## config.mk

```make
export PLATFORM = sky130hd
export DESIGN_NAME = dip_csc_pipe_flat
export DESIGN_NICKNAME = d
export VERILOG_FILES = /design/src/rtl/dip_pkg.sv /design/src/rtl/dip_csc_pipe_if.sv /design/src/rtl/dip_rgb565_to_ycbcr.sv /design/src/rtl/dip_csc_pipe.sv /design/src/flat_wrapper.sv
export SDC_FILE = /design/constraint.sdc
export NUM_CORES = 1
export LEC_CHECK = 0
export ABC_AREA = 1
export BUFFER_PORTS_ARGS = -buffer_cell sky130_fd_sc_hd__buf_4
export CELL_PAD_IN_SITES_DETAIL_PLACEMENT = 0
export CELL_PAD_IN_SITES_GLOBAL_PLACEMENT = 1
export CORE_UTILIZATION = 44
export DETAILED_ROUTE_END_ITERATION = 12
export PLACE_DENSITY_LB_ADDON = 0.08
export RECOVER_POWER = 100
export SETUP_SLACK_MARGIN = 0.5
export SLEW_MARGIN = 20
export SYNTH_ARGS = -nofsm -noshare
export SYNTH_HDL_FRONTEND = slang
export SYNTH_HIERARCHICAL = 1
export SYNTH_SLANG_ARGS = --single-unit
```

## constraint.sdc

```tcl
create_clock -name pclk -period 3.4 [get_ports pclk]
set_input_delay 0.34 -clock pclk [delete_from_list [all_inputs] [get_ports pclk]]
set_output_delay 0.34 -clock pclk [all_outputs]
set_load 0.005 [all_outputs]
```

## src/rtl/dip_pkg.sv

```systemverilog
// Shared types and constants for the DIP colour-space converter.
// Coefficients are 8-bit fixed-point magnitudes. The chroma signs are applied in the adder tree.
package dip_pkg;

  typedef enum logic [1:0] {
    MODE_BYPASS = 2'd0,
    MODE_GRAY   = 2'd1,
    MODE_YCC422 = 2'd2,
    MODE_BIN    = 2'd3
  } mode_t;

  localparam int COEF_YR  = 77;
  localparam int COEF_YG  = 150;
  localparam int COEF_YB  = 29;
  localparam int COEF_CBR = 43;
  localparam int COEF_CBG = 85;
  localparam int COEF_CBB = 128;
  localparam int COEF_CRR = 128;
  localparam int COEF_CRG = 107;
  localparam int COEF_CRB = 21;

  // Chroma zero point, before scaling by 2^FRAC_W
  localparam int CHROMA_OFS = 128;

  typedef struct packed {
    logic        vld;
    logic        sof;
    logic        phase;
    mode_t       mode;
    logic [7:0]  thresh;
    logic [15:0] pix;
  } side_t;

  function automatic logic [7:0] sat8(input logic signed [23:0] v);
    if (v < 0) begin
      return 8'd0;
    end else if (v > 24'sd255) begin
      return 8'hFF;
    end else begin
      return v[7:0];
    end
  endfunction

endpackage

```

## src/rtl/dip_csc_pipe_if.sv

```systemverilog
// Pixel stream bundle: camera-side pixels and config in, SDRAM-write pixels out.
interface dip_csc_pipe_if;
  logic        dip_en;
  logic [15:0] dip_data;
  logic        dip_sof;
  logic        dip_sol;
  logic [1:0]  cfg_mode;
  logic [7:0]  cfg_thresh;
  logic [15:0] sdram_wr_data;
  logic        sdram_wr_en;
  logic        sdram_wr_sof;

  modport master (
    output dip_en, dip_data, dip_sof, dip_sol, cfg_mode, cfg_thresh,
    input  sdram_wr_data, sdram_wr_en, sdram_wr_sof
  );

  modport slave (
    input  dip_en, dip_data, dip_sof, dip_sol, cfg_mode, cfg_thresh,
    output sdram_wr_data, sdram_wr_en, sdram_wr_sof
  );
endinterface

```

## src/rtl/dip_rgb565_to_ycbcr.sv

```systemverilog
// RGB565 to YCbCr arithmetic with two register stages.
// S1 holds the nine channel products. S2 holds the rounded, shifted and saturated results.
module dip_rgb565_to_ycbcr
  import dip_pkg::*;
#(
  parameter int FRAC_W = 8
) (
  input  logic        clk,
  input  logic [15:0] rgb,
  output logic [7:0]  y,
  output logic [7:0]  cb,
  output logic [7:0]  cr
);

  localparam int SH = FRAC_W - 8;
  localparam logic [19:0] K [9] = '{
    20'(COEF_YR  << SH), 20'(COEF_YG  << SH), 20'(COEF_YB  << SH),
    20'(COEF_CBR << SH), 20'(COEF_CBG << SH), 20'(COEF_CBB << SH),
    20'(COEF_CRR << SH), 20'(COEF_CRG << SH), 20'(COEF_CRB << SH)
  };
  localparam logic signed [23:0] RND = 24'(1 << (FRAC_W - 1));
  localparam logic signed [23:0] OFS = 24'(CHROMA_OFS << FRAC_W);

  logic [7:0]         ch [3];
  logic [19:0]        prod_reg [9];
  logic signed [23:0] ext [9];
  logic signed [23:0] y_sum, cb_sum, cr_sum;

  // Replicate the top bits into the low bits so that full scale maps to 255
  always_comb begin
    ch[0] = {rgb[15:11], rgb[15:13]};
    ch[1] = {rgb[10:5],  rgb[10:9]};
    ch[2] = {rgb[4:0],   rgb[4:2]};
  end

  always_ff @(posedge clk) begin
    for (int i = 0; i < 9; i++) begin
      prod_reg[i] <= 20'(ch[i % 3]) * K[i];
    end
  end

  always_comb begin
    for (int i = 0; i < 9; i++) begin
      ext[i] = {4'b0000, prod_reg[i]};
    end
    y_sum  = ext[0] + ext[1] + ext[2] + RND;
    cb_sum = OFS + RND + ext[5] - ext[3] - ext[4];
    cr_sum = OFS + RND + ext[6] - ext[7] - ext[8];
  end

  always_ff @(posedge clk) begin
    y  <= sat8(y_sum  >>> FRAC_W);
    cb <= sat8(cb_sum >>> FRAC_W);
    cr <= sat8(cr_sum >>> FRAC_W);
  end

endmodule

```

## src/rtl/dip_csc_pipe.sv

```systemverilog
// Mode-selectable colour-space converter with a fixed 3-cycle latency.
// Config and phase are captured per pixel and travel with it down a valid-tagged shift pipe.
module dip_csc_pipe
  import dip_pkg::*;
#(
  parameter int         FRAC_W     = 8,
  parameter logic [1:0] DEF_MODE   = 2'd1,
  parameter logic [7:0] DEF_THRESH = 8'd128
) (
  input logic         pclk,
  input logic         rst_n,
  dip_csc_pipe_if.slave bus
);

  mode_t       mode_reg;
  logic [7:0]  thresh_reg;
  logic        phase_reg;
  side_t       side_in;
  logic [7:0]  y, cb, cr;
  logic [15:0] data_reg, data_next;
  logic        en_reg, sof_reg;

  // SOF config takes effect on the SOF pixel itself, so bypass the latch here
  always_comb begin
    side_in        = '0;
    side_in.vld    = bus.dip_en;
    side_in.sof    = bus.dip_en && bus.dip_sof;
    side_in.phase  = (bus.dip_sol || bus.dip_sof) ? 1'b0 : phase_reg;
    side_in.mode   = side_in.sof ? mode_t'(bus.cfg_mode) : mode_reg;
    side_in.thresh = side_in.sof ? bus.cfg_thresh : thresh_reg;
    side_in.pix    = bus.dip_data;
  end

  always_ff @(posedge pclk) begin
    if (!rst_n) begin
      mode_reg   <= mode_t'(DEF_MODE);
      thresh_reg <= DEF_THRESH;
      phase_reg  <= 1'b0;
    end else if (bus.dip_en) begin
      mode_reg   <= side_in.mode;
      thresh_reg <= side_in.thresh;
      phase_reg  <= ~side_in.phase;
    end
  end

  dip_rgb565_to_ycbcr #(.FRAC_W(FRAC_W)) u_csc (
    .clk (pclk),
    .rgb (bus.dip_data),
    .y   (y),
    .cb  (cb),
    .cr  (cr)
  );

  genvar gi;
  for (gi = 0; gi < 2; gi++) begin : g_side
    side_t st_reg;
    side_t st_src;
    if (gi == 0) begin : g_head
      assign st_src = side_in;
    end else begin : g_tail
      assign st_src = g_side[gi-1].st_reg;
    end
    always_ff @(posedge pclk) begin
      if (!rst_n) begin
        st_reg <= '0;
      end else begin
        st_reg <= st_src;
      end
    end
  end

  always_comb begin
    data_next = g_side[1].st_reg.pix;
    unique case (g_side[1].st_reg.mode)
      MODE_BYPASS: data_next = g_side[1].st_reg.pix;
      MODE_GRAY:   data_next = {y[7:3], y[7:2], y[7:3]};
      MODE_YCC422: data_next = g_side[1].st_reg.phase ? {y, cr} : {y, cb};
      MODE_BIN:    data_next = (y >= g_side[1].st_reg.thresh) ? 16'hFFFF : 16'h0000;
      default:     data_next = g_side[1].st_reg.pix;
    endcase
  end

  always_ff @(posedge pclk) begin
    if (!rst_n) begin
      en_reg   <= 1'b0;
      sof_reg  <= 1'b0;
      data_reg <= 16'h0000;
    end else begin
      en_reg  <= g_side[1].st_reg.vld;
      sof_reg <= g_side[1].st_reg.vld && g_side[1].st_reg.sof;
      if (g_side[1].st_reg.vld) begin
        data_reg <= data_next;
      end
    end
  end

  assign bus.sdram_wr_data = data_reg;
  assign bus.sdram_wr_en   = en_reg;
  assign bus.sdram_wr_sof  = sof_reg;

endmodule

```

## src/flat_wrapper.sv

```systemverilog
// flat-port wrapper written by rule: the top's interface ports become plain ports
module dip_csc_pipe_flat import dip_pkg::*;
#(
  parameter int         FRAC_W     = 8,
  parameter logic [1:0] DEF_MODE   = 2'd1,
  parameter logic [7:0] DEF_THRESH = 8'd128
)
  (pclk, rst_n, bus_dip_en, bus_dip_data, bus_dip_sof, bus_dip_sol, bus_cfg_mode, bus_cfg_thresh, bus_sdram_wr_data, bus_sdram_wr_en, bus_sdram_wr_sof);
  dip_csc_pipe_if bus_i ();
  input logic pclk;
  input logic rst_n;
  input wire logic [$bits(bus_i.dip_en)-1:0] bus_dip_en;
  input wire logic [$bits(bus_i.dip_data)-1:0] bus_dip_data;
  input wire logic [$bits(bus_i.dip_sof)-1:0] bus_dip_sof;
  input wire logic [$bits(bus_i.dip_sol)-1:0] bus_dip_sol;
  input wire logic [$bits(bus_i.cfg_mode)-1:0] bus_cfg_mode;
  input wire logic [$bits(bus_i.cfg_thresh)-1:0] bus_cfg_thresh;
  output wire logic [$bits(bus_i.sdram_wr_data)-1:0] bus_sdram_wr_data;
  output wire logic [$bits(bus_i.sdram_wr_en)-1:0] bus_sdram_wr_en;
  output wire logic [$bits(bus_i.sdram_wr_sof)-1:0] bus_sdram_wr_sof;
  assign bus_i.dip_en = bus_dip_en;
  assign bus_i.dip_data = bus_dip_data;
  assign bus_i.dip_sof = bus_dip_sof;
  assign bus_i.dip_sol = bus_dip_sol;
  assign bus_i.cfg_mode = bus_cfg_mode;
  assign bus_i.cfg_thresh = bus_cfg_thresh;
  assign bus_sdram_wr_data = bus_i.sdram_wr_data;
  assign bus_sdram_wr_en = bus_i.sdram_wr_en;
  assign bus_sdram_wr_sof = bus_i.sdram_wr_sof;
  dip_csc_pipe #(.FRAC_W(FRAC_W), .DEF_MODE(DEF_MODE), .DEF_THRESH(DEF_THRESH)) u_core (.pclk(pclk), .rst_n(rst_n), .bus(bus_i));
endmodule
```

After elaboration in Yosys (flattened, before gate mapping)
Memories as Yosys holds them, arrays and structs flattened.
Index checks and enable logic that the tools add are counted.
{"block": "totals", "register_bits": 111, "ramBits": 144, "inputBits": 31, "out_inout_bits": 18, "mem_count": 1}
{"block": "classes", "n_addsub": 9, "multipliers": 7, "magnitude_cmp": 7, "eq_ne": 3, "muxes": 9, "n_bitwise": 1, "reduce_logical": 4}
{"name": "u_core.u_csc.prod_reg", "depth": 9, "width": 16, "read_ports": 9, "rd_ports_with_merged_regs": 0, "write_ports": 9, "line_no": "dip_rgb565_to_ycbcr.sv:25", "text": "logic [19:0] prod_reg [9];"}
{"op": "$pmux W16 S4", "count": 1}
{"op": "$mul A8 B7 Y15 const B", "count": 4}
{"op": "$sub A22 B21 Y23", "count": 2}
{"op": "$lt A15 B1 Y1 const B", "count": 3}
{"op": "$sub A21 B20 Y22", "count": 2}
{"op": "$add A16 B20 Y21 const A", "count": 2}
{"op": "$mux W8", "count": 5}
{"op": "$gt A15 B9 Y1 const B", "count": 2}
{"op": "$mul A8 B5 Y13 const B", "count": 2}
{"op": "$add A22 B8 Y23 const B", "count": 1}
{"op": "$add A21 B20 Y22", "count": 1}
{"op": "$add A20 B20 Y21", "count": 1}
{"op": "$mux W16", "count": 1}
{"op": "$gt A15 B8 Y1 const B", "count": 1}
{"op": "$mul A8 B6 Y14 const B", "count": 1}
{"op": "$ge A8 B8 Y1", "count": 1}
{"op": "$eq A2 B2 Y1 const B", "count": 2}
{"op": "$eq A2 B1 Y1 const B", "count": 1}
{"op": "$logic_and A1 B1 Y1", "count": 2}
{"op": "$logic_not A2 Y1", "count": 1}
{"op": "$mux W2", "count": 1}
{"op": "$logic_or A1 B1 Y1", "count": 1}
{"op": "$mux W1", "count": 1}
{"op": "$not A1 Y1", "count": 1}

Longest topological paths before layout
Gate-level depths: netlist (run 1).
An unclocked memory read counts as a cell.
{"block": "logic_depth", "ltp_word": 6, "ltp_mapped": 21, "depth_no_buf": 21}

Modules after synthesis
Netlist (run 1), hierarchy kept.
{"mod": "dip_rgb565_to_ycbcr", "n_inst": 1, "cells_per_inst": 1516, "area_per_inst_um2": 12411.9, "seq_area_each_um2": 2402.3}
{"mod": "dip_csc_pipe", "n_inst": 1, "cells_per_inst": 427, "area_per_inst_um2": 3271.9, "seq_area_each_um2": 1741.7}

Worst setup path before layout (run 1)
Ideal clock, no wire load.
{"block": "synth_timing", "path_kind": "input-to-reg", "start": "in bus_dip_data[9]", "end": "mem u_core/u_csc/prod_reg[0][100] in the netlist's numbering", "setup_time_ns": 0.123, "arrival_ns": 3.256, "t_required_ns": 3.277, "setup_slack_ns": 0.021, "stages": 17, "path_buffers": 0, "path_cell_list": "inv_1 -> ha_1 -> inv_1 -> ha_1 -> inv_1 -> fa_1 -> fa_1 -> inv_1 -> ha_1 -> inv_1 -> nor3_1 -> nand2_1 -> nand2_1 -> nand2_1 -> nand2_1 -> a21oi_1 -> xor2_1"}
{"item": "start, declared", "line_no": "flat_wrapper.sv:13", "text": "input wire logic [$bits(bus_i.dip_data)-1:0] bus_dip_data;"}
{"item": "end, declared", "line_no": "dip_rgb565_to_ycbcr.sv:25"}

==> impl_results.md, run 1 <==
- Clk pin slew, worst setup/hold paths: 0.06 ns
- Num CTS Buffers: 24
- Number of clock sinks: ~210
- Register area: about 4200 sq um
- Final core utilization: 0.554
- Clock root cell: clkbuf_16
- Largest net degree at the start of global routing: 48
- Final Non-Filler Cells: 2597
- Depth of the worst hold-timing path: 1
- VDD IR max: just over 1 mV
- Dpl hpwl: 33300 um
- Worst flop-to-flop path endpoint: u_core/u_csc/cb[6]
- Htree depth: 1
- CTS tree: yes
- Row cnt: between 60 and 70
- Synth async-reset ratio: 0
- Syn_nets: between 2000 and 2500
- Total vias in the final route: 12700
- Hold Vio Cnt, Final: 0
- Post-synthesis register bit count: 207
- Final nets: 2515
- Die Y: 191 um
- Area of the multi-input gates: about 11000 sq um
- Avg Inst Size Synth: slightly above 8 sq um
- Internal power: ~11 mW
- Failing checks: capacitance limit, slew limit
- First-pass GRT wire length: approximately 65000 um
- Hold EP: u_core/u_csc/prod_reg[0][85]
- Setup Skew: 0.0107 ns
- Post-layout min period: ~3.1 ns
- Die footprint: about 36000 sq um
- Leak Pwr: between 10 and 15 nW
- Reg-to-reg slack, setup: ~0.34 ns
- Critical Path RT: between 3 and 4 ns
- Core Region: 34800 sq um
- Clock network power share: 0.126
- Achievable Freq: between 300 and 400 MHz
- Sw Share: 0.460
- Synthesis warning total: 6
- Via-per-instance ratio: slightly below 5
- Post-route cell area: slightly below 20000 sq um
- Synth cell types: 48
- CP Launch Type: input port
- Clk_lat worst skew: ~0.53 ns
- Relative slew slack: -0.387
- DRT iter0 DRCs: 400
- Hold Path Origin: bus_dip_data[13]
- Antenna cells: 0
- Fraction of layout cells with a size suffix above 1: 0.194
- Total wire length: around 41000 um
- Max_cap viols: 1
- Tcrit/Tclk final: 0.919
- Setup violators final: 0
- Post-CTS Hold Buffers: 0
- EDFF count, synth: 0
- Reg power frac: 0.176
- Largest register FFs: 96
- Fill count: ~3300
- PwrDens: roughly 1100 nW/um^2
- Worst min path class: input port to register
- Gr ovfl total: 0
- Netlist Area Pre-Place: approximately 16000 sq um
- Max Slew Vio Count: 48
- Final Wtd Congestion: 0.900
- Die Wd: roughly 190 um
- RSZ-0062 raised after global routing: true
- Detail Route Antenna Nets: 0
- Placement Cell Area: roughly 17000 sq um
- Initial Util: 0.451
- Vias in the first global route: roughly 13000
- Psw: around 9.4 mW
- R2R cell count: 17
- Number of cells after detailed placement: between 2000 and 3000
- IO Pins: approximately 50
- CP Launch Point: bus_dip_data[9]
- WP data arrival: 3.53 ns
- Drt first pass iters: 7
- Port bufs: 48
- Initial antenna violation count: 1
- P&R area growth vs syn: 23.0%
- Predominant post-synthesis flop cell: dfxtp_1
- Syn Inst Count: 1943
- Logic gate share of total power: 0.698
- Clock Path Buffers: 3
- Avg WL per Cell: ~16 um
- Total Routing Usage GR: 0.227
- RR Startpoint: u_core/u_csc/prod_reg[0][104]
- Worst slew pin tran: between 2 and 2.5 ns
- CP Max Fanout: 10
- Run status: finished, violations left
- Worst setup EP type: register
- Sequential area share after synthesis: 0.264
- Crit Path Class: input port to register
- Drc violations: 0
[power groups by stage]
stage | combinational (mW) | sequential (mW) | clock, mW
after floorplan | 8.66 | 3.43 | 0
after global placement | 11.9 | 3.62 | 0
after detailed placement | 11.9 | 3.62 | 0
after CTS | 13.4 | 3.60 | 2.65
after global routing | 16.0 | 3.65 | 2.76
final | 14.3 | 3.59 | 2.58
[worst max-delay path: stages]
cell      delay (ns)
buf_8           0.09
clkbuf_1        0.49
ha_4            0.22
inv_1           0.05
fa_1            0.55
inv_2           0.06
ha_4            0.27
inv_2           0.04
fa_1            0.48
inv_2           0.05
ha_4            0.24
a21oi_4         0.17
o21ai_2         0.09
a21o_1          0.19
a21oi_2         0.13
xnor2_1         0.07
[synth_stat cells (9+ instances only)]
master / instances / area (sq um)
xor2_1: 75 / 657
nor2_1: 130 / 488
clkbuf_1: 9 / 33.8
nand4_1: 16 / 100
xnor2_1: 30 / 263
nor3_1: 13 / 65.1
nand2_2: 12 / 75.1
dfxtp_1: 207 / 4140
ha_1: 292 / 3650
a21o_1: 10 / 75.1
o21ai_0: 54 / 270
nand2_1: 334 / 1250
fa_1: 68 / 1360
inv_1: 379 / 1420
a21oi_1: 163 / 816
nand3_1: 50 / 250
[worst max path at each step]
stage                                    endpoint
floorplan           u_core/u_csc/prod_reg[0][100]
global placement    u_core/u_csc/prod_reg[0][100]
detailed placement  u_core/u_csc/prod_reg[0][100]
CTS                            u_core/u_csc/cr[0]
global route         u_core/u_csc/prod_reg[0][27]
finish               u_core/u_csc/prod_reg[0][69]
[stage by stage]
stage / power [mW] / setup TNS (ns) / worst slack, ns / hold slack [ns]
2_1_floorplan: 12.1 / 0 / 0.165 / 0.368
3_3_place_gp: 15.5 / -0.357 / -0.130 / 0.398
3_5_place_dp: 15.5 / -0.724 / -0.186 / 0.400
4_1_cts: 19.7 / 0 / 0.418 / 0.0147
5_1_grt: 22.4 / 0 / 0.0996 / 0.0396
6_report: 20.5 / 0 / 0.277 / 0.0610
[timing repair]
action                     4_1_cts  5_1_grt
setup endpoints to repair       22       39
buffers inserted                24       22
pin swaps                       63       75
resized for setup              131       75
[routing by layer]
metal	part of all wire	vias to the layer above	track usage	wire length [um]
met5	0	-	0	0
met3	0.028	49	0.0241	1140
met1	0.47	5903	0.299	19000
li1	-	6584	-	-
met2	0.48	151	0.392	19400
met4	0.025	0	0.0615	1030
[final cells by class]
| cell class | count | share of cell area |
|---|---|---|
| clock buffers | 33 | 0.0365 |
| clock inverters | 11 | 0.00577 |
| inverters | 388 | 0.0766 |
| multi-input cells | 1332 | 0.570 |
| flip-flops and latches | 207 | 0.216 |
| well taps | 455 | 0.0295 |
| repair buffers | 171 | 0.0660 |
[cell families (layout without fill, tap and decap cells)]
logic type	after synthesis	after routing	share of synthesized area
AND/OR/NAND/NOR	582	582	0.157
buffers and inverters	404	603	0.0978
adder cells (fa/ha/maj)	360	360	0.320
AO/OA/AOI/OAI	285	285	0.103
flip-flops	207	207	0.264
XOR/XNOR	105	105	0.0586
[cell usage in the layout, fill, tap and decap left out, types with 7 or more instances in the layout]
cell       instances
clkbuf_8           7
clkbuf_4          21
nand3_1           44
xnor2_1           28
dfxtp_2            8
ha_1             249
o21a_1             8
o21ai_0           46
inv_2             32
o21ai_2            8
clkbuf_1          19
nor2_1           118
buf_4            122
xor2_1            74
nand4_1           16
nand2_2           24
nor3_1             8
a21o_1            10
clkbuf_16         24
ha_4              38
a21oi_2           35
nand2_1          318
inv_1            347
buf_6              8
nor2_4            11
o21bai_1           8
a21oi_1          131
nor2_2             9
dfxtp_1          196
fa_1              67
o211ai_1           7
No activity file was read; power rests on OpenSTA's default activity.
==> inputs of run 2 (changes only) <==
--- a/config.mk
+++ b/config.mk
@@ -6,15 +6,14 @@
 export NUM_CORES = 1
 export LEC_CHECK = 0
 export ABC_AREA = 1
-export BUFFER_PORTS_ARGS = -buffer_cell sky130_fd_sc_hd__buf_4
 export CELL_PAD_IN_SITES_DETAIL_PLACEMENT = 0
 export CELL_PAD_IN_SITES_GLOBAL_PLACEMENT = 1
-export CORE_UTILIZATION = 44
+export CORE_UTILIZATION = 45
 export DETAILED_ROUTE_END_ITERATION = 12
+export DONT_BUFFER_PORTS = 1
 export PLACE_DENSITY_LB_ADDON = 0.08
 export RECOVER_POWER = 100
 export SETUP_SLACK_MARGIN = 0.5
-export SLEW_MARGIN = 20
 export SYNTH_ARGS = -nofsm -noshare
 export SYNTH_HDL_FRONTEND = slang
 export SYNTH_HIERARCHICAL = 1
==> impl_results.md, run 2 (synthesis gave the netlist of run 1 again) <==
- Run status: finished clean
- Antenna cells: 0 (unchanged)
- Total wire length: 39100 um (-3.6%)
- First-pass GRT wire length: 62500 um (-3.6%)
- Post-layout min period: 3.10 ns (-0.0255 ns)
- Avg WL per Cell: 15.6 um (-0.18%)
- Max Slew Vio Count: 0 (-100%)
- Number of clock sinks: 207 (unchanged)
- Critical Path RT: 3.81 ns (about the same)
- Relative slew slack: 0.589 (+0.976)
- Gr ovfl total: 0 (unchanged)
- Initial Util: 0.455 (+0.00445)
- Max_cap viols: 0 (-1)
- PwrDens: 1060 nW/um^2 (-0.22%)
- Drc violations: 0 (unchanged)
- Setup violators final: 0 (unchanged)
- Commonest cells after routing, fill and taps aside: inv_1 (361), nand2_1 (319), ha_1 (263)
- Num CTS Buffers: 26 (+8.3%)
- Worst setup EP type: register
- Core Region: 34500 sq um (-0.98%)
- Htree depth: 1 (unchanged)
- Die footprint: 35600 sq um (-2.2%)
- Final nets: 2423 (-3.7%)
- Initial antenna violation count: 1 (unchanged)
- Fraction of layout cells with a size suffix above 1: 0.127 (-0.0670)
- Clock root cell: clkbuf_16
- Clk_lat worst skew: 0.55 ns (+0.02 ns)
- VDD IR max: 0.836 mV (-18%)
- Fin Hold WS: 0.0330 ns (-0.0279 ns)
- Worst slew pin tran: 0.611 ns (-1.47 ns)
- Final Power: 19.6 mW (-4.3%)
- Achievable Freq: 323 MHz (+0.82%)
- Detail Route Antenna Nets: 0 (unchanged)
- CP Launch Type: register
- Die Wd: 189 um (-1.1%)
- WP data arrival: 3.51 ns (-0.02 ns)
- Die Y: 189 um (-1.1%)
- Total Routing Usage GR: 0.222 (-0.00500)
- Port bufs: 0 (-100%)
- Leak Pwr: 9.60 nW (-4.2%)
- Tcrit/Tclk final: 0.911 (-0.00751)
- DRT iter0 DRCs: 509 (+27%)
- Total vias in the final route: 12300 (-3.1%)
- Number of cells after detailed placement: 2403 (-4.1%)
- Setup Skew: 0.0196 ns (+0.00882 ns)
- Row cnt: 68 (unchanged)
- Hold Vio Cnt, Final: 0 (unchanged)
- Leading cell type in the layout, fill and taps excluded: inv_1
- Clk pin slew, worst setup/hold paths: 0.06 ns (about the same)
- CTS tree: yes
- Final Wtd Congestion: 0.858 (-4.6%)
- Worst min path class: input port to register
- Final core utilization: 0.537 (-0.0176)
- RSZ-0062 raised after global routing: true
- Setup TNS: 0 ns (unchanged)
- Largest register FFs: 96 (unchanged)
- Vias in the first global route: 12200 (-3.7%)
- CP Max Fanout: 7 (-3)
- Final Non-Filler Cells: 2507 (-3.5%)
- IO Pins: 49 (unchanged)
- Dpl hpwl: 31200 um (-6.2%)
- Largest net degree at the start of global routing: 64 (+33%)
- Clock Path Buffers: 3 (unchanged)
- Drt first pass iters: 5 (-2)
- Crit Path Class: register to register
- P&R area growth vs syn: 17.9%
- Via-per-instance ratio: 4.90 (+0.38%)
==> run 2: cell count changes in the layout (fill, tap and decap cells not counted), moves of 14 or more <==
cell	previous run	this run
buf_4	122	39
clkbuf_4	21	0
inv_1	347	361
ha_1	249	263
dlygate4sd3_1	0	31
clkbuf_1	19	5
==> run 2: repair_timing <==
action | CTS | global route
buffers inserted | 15 | 9
hold buffers | 32 | 0
endpoints found under the setup margin | 16 | 26
resized for setup | 70 | 69
pin swaps | 36 | 39
endpoints found under the hold margin | 89 | 0
==> run 2: path summary, 6_finish.rpt <==
| check | start | endpoint | slack [ns] | cells past startpoint |
|---|---|---|---|---|
| setup / recovery | u_core/u_csc/prod_reg[0][85] | u_core/u_csc/cb[0] | 0.30 | 18 |
| setup reg to reg | u_core/u_csc/prod_reg[0][85] | u_core/u_csc/cb[0] | 0.30 | 18 |
| hold reg to reg | u_core/g_side[0].st_reg[24] | u_core/g_side[1].st_reg[24] | 0.41 | 2 |
| hold / removal | bus_dip_data[4] | u_core/u_csc/prod_reg[0][105] | 0.03 | 1 |
==> run 2: worst max-delay path, stage by stage (launching register included) <==
cell and delay [ns]:
dfxtp_2 0.33, inv_1 0.07, buf_6 0.14, ha_1 0.22, ha_1 0.21, nand3_1 0.11, inv_1 0.10, a21oi_4 0.18
o21ai_2 0.09, xor2_1 0.17, ha_1 0.35, nand2_2 0.14, nor2_1 0.06, nand2_1 0.06, nand2_1 0.06, a21oi_2 0.15
nand3_1 0.17, nor2_4 0.28, a21oi_2 0.07
==> run 2: per-stage QoR <==
stage	setup WS (ns)	area (sq um)
final	0.302	18500
after global routing	0.137	18500
after CTS	0.492	18400
after detailed placement	0.0358	16600
after global placement	0.0591	16600
after floorplan	0.165	16000
==> run 2: cell type report <==
| type | instances | area [sq um] |
|---|---|---|
| clock buffer | 30 | 676 |
| clock inverter | 18 | 188 |
| fill | 3332 | 16000 |
| inverter | 388 | 1470 |
| multi-input combinational | 1332 | 10800 |
| sequential | 207 | 4160 |
| tap | 455 | 569 |
| timing repair buffer | 77 | 683 |
==> run 2: power breakdown <==
part | switching [mW] | internal [mW]
clock | 1.12 | 1.60
sequential | 0.411 | 3.19
combinational | 7.59 | 5.67
==> run 2: metal layers <==
| layer | routed length (um) | global-route usage | vias up |
|---|---|---|---|
| li1 | - | - | 6400 |
| met1 | 18600 | 0.295 | 5699 |
| met2 | 18200 | 0.375 | 142 |
| met3 | 1190 | 0.0287 | 53 |
| met4 | 1160 | 0.0664 | 0 |
| met5 | 0 | 0 | - |
==> inputs of run 3 (changes only) <==
--- a/config.mk
+++ b/config.mk
@@ -11,7 +11,8 @@
 export CORE_UTILIZATION = 45
 export DETAILED_ROUTE_END_ITERATION = 12
 export DONT_BUFFER_PORTS = 1
-export PLACE_DENSITY_LB_ADDON = 0.08
+export GPL_TIMING_DRIVEN = 0
+export PLACE_DENSITY_LB_ADDON = 0.1
 export RECOVER_POWER = 100
 export SETUP_SLACK_MARGIN = 0.5
 export SYNTH_ARGS = -nofsm -noshare
==> constraint.sdc (replaced) <==
create_clock -name pclk -period 2.65 [get_ports pclk]
set_input_delay 0.265 -clock pclk [delete_from_list [all_inputs] [get_ports pclk]]
set_output_delay 0.265 -clock pclk [all_outputs]
set_load 0.005 [all_outputs]
==> impl_results.md, run 3 (synthesis gave the netlist of run 1 again) <==
- VDD IR max: 0.706 mV (-16%)
- Dpl ws: -0.748 ns (-0.784 ns)
- Leak Pwr: 9.79 nW (+1.9%)
- Relative slew slack: 0.593 (+0.00375)
- Drc violations: 0 (unchanged)
- Core Region: 34500 sq um (unchanged)
- Setup TNS: -5.48 ns (-5.48 ns)
- Reg-to-reg slack, setup: -0.35 ns (-0.66 ns)
- Max_cap viols: 0 (unchanged)
- Initial Util: 0.455 (unchanged)
- Via-per-instance ratio: 4.94 (+0.70%)
- Final setup margin: -0.353 ns (-0.655 ns)
- Avg WL per Cell: 15.7 um (+0.79%)
- DRT iter0 DRCs: 550 (+8.1%)
- Clk pin slew, worst setup/hold paths: 0.07 ns (about the same)
- Register area: 4180 sq um (+0.54%)
- Die Wd: 189 um (unchanged)
- Die footprint: 35600 sq um (unchanged)
- Largest net degree at the start of global routing: 15 (-77%)
- Critical Path RT: 3.05 ns (-0.76 ns)
- Final nets: 2469 (+1.9%)
- Crit path buf inv count: 2 (-1)
- Hold Vio Cnt, Final: 0 (unchanged)
- Num CTS Buffers: 24 (-7.7%)
- Final Power: 26.3 mW (+34%)
- Clock root cell: clkbuf_16
- Setup Skew: 0.0181 ns (-0.00146 ns)
- CP Launch Type: register
- First-pass GRT wire length: 64000 um (+2.4%)
- Fill count: 3190 (-4.3%)
- PwrDens: 1330 nW/um^2 (+26%)
- Vias in the first global route: 12600 (+3.1%)
- CP Max Fanout: 7 (unchanged)
- Gr ovfl total: 0 (unchanged)
- P&R area growth vs syn: 26.0%
- Setup violators final: 27 (+27)
- WP data arrival: 3.40 ns (-0.11 ns)
- Leading cell type in the layout, fill and taps excluded: inv_1
- Worst setup EP type: register
- CTS tree: yes
- Worst slew pin tran: 0.611 ns (-0.000404 ns)
- Fraction of layout cells with a size suffix above 1: 0.200 (+0.0728)
- Antenna cells: 0 (unchanged)
- Htree depth: 1 (unchanged)
- Detail Route Antenna Nets: 0 (unchanged)
- Failing checks: setup timing
- Port bufs: 0 (unchanged)
- Crit path cell chain: ha_4 -> ha_4 -> inv_4 -> nor4_4 -> a21oi_2 -> o21ai_1 -> xor2_1 -> ha_1 -> nand2_2 -> buf_6 -> nor4_4 -> a21oi_2 -> nand3_2 -> nor2_4 -> a21oi_1
- Commonest cells after routing, fill and taps aside: inv_1 (330), nand2_1 (307), ha_1 (215)
- Achievable Freq: 333 MHz (+3.2%)
- Run status: finished, violations left
- IO Pins: 49 (unchanged)
- Tcrit/Tclk final: 1.13 (+0.222)
- Drt first pass iters: 5 (unchanged)
- Post-layout min period: 3.00 ns (-0.0947 ns)
- RSZ-0062 raised after global routing: true
- Dpl hpwl: 31500 um (+0.90%)
- Total Routing Usage GR: 0.225 (+0.00316)
- Crit-path leading delay family: adder cells
- Clock Path Buffers: 3 (unchanged)
- Worst min path class: input port to register
- Max Slew Vio Count: 0 (unchanged)
- Crit Path Class: register to register
- Row cnt: 68 (unchanged)
- Area of the multi-input gates: 11700 sq um (+8.5%)
- Slowest stage delay, CP: 0.38 ns (+0.03 ns)
- Total wire length: 40100 um (+2.5%)
- Total vias in the final route: 12600 (+2.4%)
- Number of clock sinks: 207 (unchanged)
- Final Wtd Congestion: 0.872 (+1.6%)
- Largest register FFs: 96 (unchanged)
- Die Y: 189 um (unchanged)
- Initial antenna violation count: 0 (-1)
- Critical-path top delay cell: dfxtp_4
- Clk_lat worst skew: 0.52 ns (-0.03 ns)
## run 3: metrics by stage
| stage | hold slack [ns] | instance area (sq um) | util | instances |
|---|---|---|---|---|
| after detailed placement | 0.295 | 17400 | 0.506 | 2398 |
| after floorplan | 0.293 | 16900 | - | 1943 |
| after CTS | 0.000764 | 19500 | 0.565 | 2521 |
| after global placement | 0.295 | 17400 | 0.506 | 2398 |
| final | 0.0185 | 19800 | 0.573 | 2550 |
| after global routing | 0.0174 | 19800 | 0.573 | 2550 |
## run 3: timing repair
item / 4_1_cts / 5_1_grt
hold endpoints to repair: 59 / 2
hold buffers: 39 / 2
gates resized for setup: 106 / 110
setup endpoints to repair: 52 / 69
buffers inserted: 41 / 27
pin swaps: 88 / 90
## run 3: cell type report
type	count	share of cell area
Clock buffer	28	0.0317
Sequential cell	207	0.212
Clock inverter	15	0.00956
Buffer	16	0.00342
Multi-Input combinational cell	1332	0.591
Tap cell	455	0.0288
Timing Repair Buffer	109	0.0490
Inverter	388	0.0749
## run 3: layer usage
metal,up-vias,global-route usage,wire [um]
met5,-,0,0
met4,0,0.0533,789
met3,47,0.0266,1270
met2,172,0.385,19000
met1,5883,0.301,19000
li1,6490,-,-
## run 3: worst paths after layout
check                                 from                            to  cells after the start
max          u_core/u_csc/prod_reg[0][104]            u_core/u_csc/cb[0]                     15
max reg2reg  u_core/u_csc/prod_reg[0][104]            u_core/u_csc/cb[0]                     15
min                       bus_dip_data[15]  u_core/u_csc/prod_reg[0][14]                      2
min reg2reg    u_core/g_side[0].st_reg[11]   u_core/g_side[1].st_reg[11]                      2
## run 3: where the power goes
part | internal (mW) | leakage [nW] | switching [mW] | total, mW
registers | 4.10 | 1.73 | 0.550 | 4.65
logic | 8.13 | 7.67 | 10.2 | 18.3
clock network | 2.01 | 0.387 | 1.36 | 3.37
total | 14.2 | 9.79 | 12.1 | 26.3
